===== src/rtl/cmn_iter_divider.sv =====
// cmn_iter_divider: iterative restoring unsigned divider, one quotient bit per cycle, val/rdy on both sides
module cmn_iter_divider #(
  parameter int p_nbits = 32
) (
  input  logic               clk,
  input  logic               reset,
  input  logic [p_nbits-1:0] recv_dividend,
  input  logic [p_nbits-1:0] recv_divisor,
  input  logic               recv_val,
  output logic               recv_rdy,
  output logic [p_nbits-1:0] send_quotient,
  output logic [p_nbits-1:0] send_remainder,
  output logic               send_div_by_zero,
  output logic               send_val,
  input  logic               send_rdy
);
  typedef enum logic [1:0] {IDLE, CALC, DONE} state_t;
  localparam int cw = $clog2(p_nbits + 1);
  state_t state;
  logic [cw-1:0] cnt;
  logic [p_nbits-1:0] rem, quo, dvs;
  logic [p_nbits:0] sh, trial;
  logic dz;
  // rem stays below the divisor, so the shifted partial remainder fits in p_nbits+1 bits
  // and the MSB of the trial difference is the borrow
  always_comb begin
    sh = {rem, quo[p_nbits-1]};
    trial = sh - {1'b0, dvs};
  end
  always_ff @(posedge clk or negedge reset) begin
    if (!reset) begin
      state <= IDLE;
      cnt <= '0;
      rem <= '0;
      quo <= '0;
      dvs <= '0;
      dz <= 1'b0;
    end else begin
      case (state)
        IDLE: if (recv_val) begin
          dvs <= recv_divisor;
          if (recv_divisor == '0) begin
            quo <= '1;
            rem <= recv_dividend;
            dz <= 1'b1;
            state <= DONE;
          end else begin
            quo <= recv_dividend;
            rem <= '0;
            cnt <= cw'(p_nbits);
            state <= CALC;
          end
        end
        CALC: begin
          rem <= trial[p_nbits] ? sh[p_nbits-1:0] : trial[p_nbits-1:0];
          quo <= {quo[p_nbits-2:0], ~trial[p_nbits]};
          cnt <= cnt - 1'b1;
          if (cnt == cw'(1)) state <= DONE;
        end
        DONE: if (send_rdy) begin
          dz <= 1'b0;
          state <= IDLE;
        end
        default: state <= IDLE;
      endcase
    end
  end
  assign recv_rdy = state == IDLE;
  assign send_val = state == DONE;
  assign send_quotient = quo;
  assign send_remainder = rem;
  assign send_div_by_zero = dz;
endmodule


===== config.mk =====
export PLATFORM = sky130hd
export DESIGN_NAME = cmn_iter_divider
export DESIGN_NICKNAME = d
export VERILOG_FILES = /design/src/rtl/cmn_iter_divider.sv
export SDC_FILE = /design/constraint.sdc
export NUM_CORES = 1
export LEC_CHECK = 0
export CAP_MARGIN = 20
export CORE_MARGIN = 3
export CORE_UTILIZATION = 53
export DETAILED_ROUTE_END_ITERATION = 7
export GPL_ROUTABILITY_DRIVEN = 0
export PLACE_DENSITY = 0.82
export SYNTH_ARGS = -nofsm -noshare
export SYNTH_HDL_FRONTEND = slang
export SYNTH_SLANG_ARGS = --single-unit

===== constraint.sdc =====
create_clock -name clk -period 3.8 [get_ports clk]
set_input_delay 0.76 -clock clk [delete_from_list [all_inputs] [get_ports clk]]
set_output_delay 0.76 -clock clk [all_outputs]
set_load 0.05 [all_outputs]

Word level (Yosys, flattened, before mapping)
Index checks and enable logic that the tools add are counted.
{"block": "word_totals", "ff_bits": 105, "input_bits": 68, "output_inout_bits": 67, "elab_cells": 45}
{"block": "op_classes", "addsub": 2, "n_eq_ne": 8, "mux": 19, "n_bitwise": 1, "n_reduce_logical": 9}
{"operator": "$mux W32", "count": 5}
{"operator": "$pmux W32 S2", "count": 2}
{"operator": "$sub A33 B32 Y33", "count": 1}
{"operator": "$logic_not A32 Y1", "count": 1}
{"operator": "$mux W6", "count": 2}
{"operator": "$pmux W6 S2", "count": 1}
{"operator": "$mux W2", "count": 4}
{"operator": "$eq A6 B1 Y1 const B", "count": 1}
{"operator": "$ne A2 B2 Y1 const B", "count": 3}
{"operator": "$pmux W2 S3", "count": 1}
{"operator": "$reduce_and A3 Y1", "count": 2}
{"operator": "$sub A6 B1 Y6 const B", "count": 1}
{"operator": "$ne A2 B1 Y1 const B", "count": 2}
{"operator": "$reduce_and A2 Y1", "count": 2}
{"operator": "$reduce_and A4 Y1", "count": 1}
{"operator": "$reduce_bool A2 Y1", "count": 2}
{"operator": "$mux W1", "count": 3}
{"operator": "$eq A2 B1 Y1 const B", "count": 1}
{"operator": "$eq A2 B2 Y1 const B", "count": 1}
{"operator": "$logic_not A2 Y1", "count": 1}
{"operator": "$pmux W1 S2", "count": 1}
{"operator": "$not A1 Y1", "count": 1}

Longest topological paths before layout
{"block": "depth", "depth_word": 4, "mapped_depth": 13, "ltp_nobuf": 12}

Worst setup path after synthesis
No wires, ideal clock.
{"block": "synth_path", "kind": "register to register", "start": "register quo[31], in the netlist send_quotient[31]", "end": "register rem[0], in the netlist send_remainder[0]", "setup_time_ps": 126, "arrival_ps": 2917, "required_ps": 3674, "setup_slack_ps": 757, "stages_incl_launch_ff": 14, "path_buffers": 1, "period_less_slack_ps": 3043, "path_cell_list": "dfrtp_1 > inv_1 > ha_1 > fa_1 > nor2b_1 > o31a_1 > o211ai_2 > a21oi_2 > o211a_1 > nor3_1 > buf_4 > o21ai_1 > o21ai_1 > a221o_1"}
{"block": "synth_between", "elab_chain_cells": 3}
{"element": "start, declared", "line_no": "21", "text": "logic [p_nbits-1:0] rem, quo, dvs;"}
{"element": "start signal, assigned", "line_no": "48", "text": "quo <= recv_dividend;"}
{"element": "start signal, assigned", "line_no": "56", "text": "quo <= {quo[p_nbits-2:0], ~trial[p_nbits]};"}
{"element": "$sub A33 B32 Y33", "line_no": "28", "text": "trial = sh - {1'b0, dvs};"}
{"element": "$mux W32 *", "line_no": "55", "text": "rem <= trial[p_nbits] ? sh[p_nbits-1:0] : trial[p_nbits-1:0];"}
{"element": "$pmux W32 S2 *", "line_no": "39", "text": "case (state)"}
{"element": "end signal, assigned", "line_no": "44", "text": "rem <= recv_dividend;"}
{"element": "end signal, assigned", "line_no": "55"}
{"element": "end, declared", "line_no": "21"}
Every way passes the cells marked *; elsewhere a longest branch is shown, timed or not.
A chain may end at the register's enable or synchronous reset.

Final worst setup path
{"block": "layout_path", "start": "register rem[1], in the netlist send_remainder[1]", "end": "register rem[26], in the netlist send_remainder[26]"}
{"block": "layout_between", "elab_chain_cells": 3}
{"element": "$sub A33 B32 Y33", "line_no": "28"}
{"element": "$mux W32", "line_no": "55"}
{"element": "$pmux W32 S2", "line_no": "39"}
Every way passes these cells.

==> flow_metrics.env <==
export IMPL_cp_required_ns=4.04
export IMPL_grtUsageTotal_pct=28.7
export IMPL_r2r_end="send_remainder[26]$_DFFE_PN0P_"
export IMPL_r2r_start="send_remainder[1]$_DFFE_PN0P_"
export IMPL_cts_inserted_buffers=9
export IMPL_wl_um=20200
export IMPL_worstMarginPinSlew_ns=0.974
export IMPL_arrival_ns=3.67
export IMPL_grt_pass1_wl_um=32700
export IMPL_synthCells=814
export IMPL_min_period_ns=3.42
export IMPL_synth_xor_area_share_pct=3.89
export IMPL_die_area_um2=14100
export IMPL_yosysTopAreaCellShare_pct=38.9
export IMPL_dp_slack_ns=0.420
export IMPL_ys_flop_type="dfrtp_1"
export IMPL_critPathKind="flip-flop to flip-flop"
export IMPL_finClkSkew_ns=0.0131
export IMPL_synth_top_family_by_area="compound AO/OA/AOI/OAI gates"
export IMPL_synth_compound_area_share_pct=24.1
export IMPL_grt_max_degree=106
export IMPL_cts_resized=0
export IMPL_vias=6625
export IMPL_ctsHoldBuffers=0
export IMPL_post_route_util_pct=70.0
export IMPL_antenna_found_initial=0
export IMPL_drcViolationCount=0
export IMPL_status="finished clean"
export IMPL_clk_pin_slew_ns=0.07
export IMPL_synth_simple_area_share_pct=19.5
export IMPL_cts_buffer_depth=2
export IMPL_yosys_top_cells_area="dfrtp_1, ha_1, nand2_1"
export IMPL_hold_viol=0
export IMPL_drive_above_1_share_pct=4.64
export IMPL_cp_slowest_stage_delay_ns=0.53
export IMPL_cp_end_kind="flip-flop"
export IMPL_clock_root_buffer="clkbuf_16"
export IMPL_path_max_fanout=16
export IMPL_die_w_um=119
export IMPL_worstSkewPairLatency_ns=0.36
export IMPL_synth_cell_types=62
export IMPL_slew_headroom_pct=35.1
export IMPL_post_cts_buffers=0
export IMPL_setup_ws_ns=0.376
export IMPL_postSynthNetCount=917
export IMPL_start_util_pct=55.3
export IMPL_post_route_period_util_pct=90.1
export IMPL_grt_pass1_vias=6242
export IMPL_setup_violations=0
export IMPL_synth_edff_count=0
export IMPL_ant_nets=0
export IMPL_critPathSlowestCell="nor2_4"
export IMPL_finalSetupTns_ns=0
export IMPL_netlist_area_um2=6750
export IMPL_postSynthAreaPerCell_um2=8.29
export IMPL_yosysWarningCount=0
export IMPL_ys_ff_latch=105
export IMPL_rr_worst_depth=10
export IMPL_nNetsFinal=1024
export IMPL_rsz0062_at_grt="no"
export IMPL_hp_class="input port to async pin"
export IMPL_synthAdderAreaFrac_pct=6.60
export IMPL_dp_hpwl_um=14700
export IMPL_path_cells="ha_1 -> nor2b_1 -> o31a_1 -> o211ai_2 -> a21oi_2 -> o211a_1 -> o21a_1 -> nor2_4 -> nor2_2 -> a221o_1"
export IMPL_vias_per_cell=6.06
export IMPL_antennaDiodeCount=0
export IMPL_async_flop_share_pct=100
export IMPL_cts_tree="done"
export IMPL_worstSetupStartpointType="flip-flop"
export IMPL_area_delta_synth_final_pct=26.6
export IMPL_ios=135
export IMPL_cts_sinks=105
export IMPL_yosys_top_cells_count="dfrtp_1, nand2_1, nor2_1"
export IMPL_drt_initial_drc_count=697
export IMPL_drv_slew=0
export IMPL_wl_per_cell_um=18.4
export IMPL_io_buffer_count=134
export IMPL_cap_violations=0
export IMPL_h_tree_depth=3
export IMPL_synthMuxAreaShare_pct=1.65
export IMPL_synth_top_area_cell="dfrtp_1"
export IMPL_grt_ovfl_total=0
export IMPL_std_cell_rows=40
export IMPL_synth_seq_area_share_pct=38.9
export IMPL_drtPass1Iterations=6
export IMPL_dieHeight_um=119
export IMPL_core_area_um2=12200
export IMPL_nFillCells=1020
export IMPL_max_freq_ghz=0.292
export IMPL_r2r_slack_ns=0.38
-- per-layer routing --
metal  vias up  track usage, %  share of wire [%]
met5         -               0                  0
met4         0            11.4                2.2
met3        37            4.65                7.6
met2       300            43.6                 46
met1      3166            41.1                 44
li1       3122               -                  -
-- per-stage QoR --
| stage | cell area [µm²] | hold slack (ns) | instances |
|---|---|---|---|
| 4_1_cts | 8540 | 0.492 | 1094 |
| 6_report | 8540 | 0.456 | 1094 |
| 3_5_place_dp | 8250 | 0.494 | 1078 |
| 3_3_place_gp | 8250 | 0.489 | 1078 |
| 2_1_floorplan | 6750 | 0.464 | 814 |
| 5_1_grt | 8540 | 0.485 | 1094 |
-- placed cells by master, fill, tap and decap left out, types with 4 or more instances in the layout --
| cell type | synthesis | routed |
|---|---|---|
| inv_1 | 42 | 42 |
| and3_1 | 8 | 8 |
| nand2_1 | 105 | 105 |
| o21ai_0 | 65 | 65 |
| a21o_1 | 19 | 19 |
| o31ai_1 | 32 | 32 |
| xnor2_1 | 20 | 20 |
| nor3_1 | 43 | 42 |
| nor2_1 | 76 | 74 |
| a221o_1 | 8 | 8 |
| clkdlybuf4s50_1 | 0 | 133 |
| clkbuf_16 | 0 | 9 |
| buf_4 | 2 | 7 |
| buf_12 | 0 | 4 |
| o21ai_1 | 11 | 11 |
| a21oi_1 | 65 | 65 |
| dfrtp_1 | 105 | 105 |
| nor2b_1 | 6 | 6 |
| nand4_1 | 9 | 9 |
| and4_1 | 5 | 5 |
| o211ai_1 | 5 | 5 |
| nand3_1 | 7 | 7 |
| xor2_1 | 10 | 10 |
| nor4_1 | 10 | 9 |
| o22ai_1 | 5 | 5 |
| mux2i_1 | 10 | 10 |
| o21a_1 | 5 | 5 |
| a32oi_1 | 4 | 4 |
| ha_1 | 34 | 34 |
| a31oi_1 | 10 | 10 |
-- registers in the layout (all words and copies together), names as in the netlist --
signal,flops
cnt,6
dvs,32
send_div_by_zero,1
send_quotient,32
send_remainder,32
state,2
-- cell families (layout without fill, tap and decap cells) --
family	after synthesis	count (layout)
simple gates	286	286
compound gates	257	257
flops	105	105
buf+inv	90	202
fa+ha+maj	35	35
xor+xnor	30	30
mux	11	11
-- worst max-delay path by stage --
| stage | from | end | slack, ns | cells past startpoint |
|---|---|---|---|---|
| 2_1_floorplan | send_quotient[31]$_DFFE_PN0P_ | send_remainder[0]$_DFFE_PN0P_ | 0.76 | 13 |
| 3_3_place_gp | send_remainder[1]$_DFFE_PN0P_ | send_remainder[19]$_DFFE_PN0P_ | 0.50 | 10 |
| 3_5_place_dp | send_remainder[1]$_DFFE_PN0P_ | send_remainder[31]$_DFFE_PN0P_ | 0.42 | 10 |
| 4_1_cts | send_remainder[1]$_DFFE_PN0P_ | send_remainder[26]$_DFFE_PN0P_ | 0.38 | 10 |
| 5_1_grt | send_remainder[6]$_DFFE_PN0P_ | send_remainder[26]$_DFFE_PN0P_ | 0.20 | 9 |
| 6_report | send_remainder[1]$_DFFE_PN0P_ | send_remainder[26]$_DFFE_PN0P_ | 0.38 | 10 |
-- worst max-delay path, delay by kind of cell, from the launching register on --
family                     cells  cell delay, ns
AOI/OAI and AO/OA              6            1.65
and+or+nand+nor                3            0.87
DFF                            1            0.41
adders and majority gates      1            0.37
-- layout make-up --
class	count	area, µm²	area share (%)
timing repair buffer	144	1460	17.1
clock buffer	11	243	2.84
sequential	105	2630	30.8
multi-input combinational	619	3790	44.3
tap	168	210	2.46
clock inverter	5	55.1	0.644
inverter	42	158	1.85
Power is not shown: default switching activity piles up to over one toggle a cycle in this logic, so the estimate is an artifact.
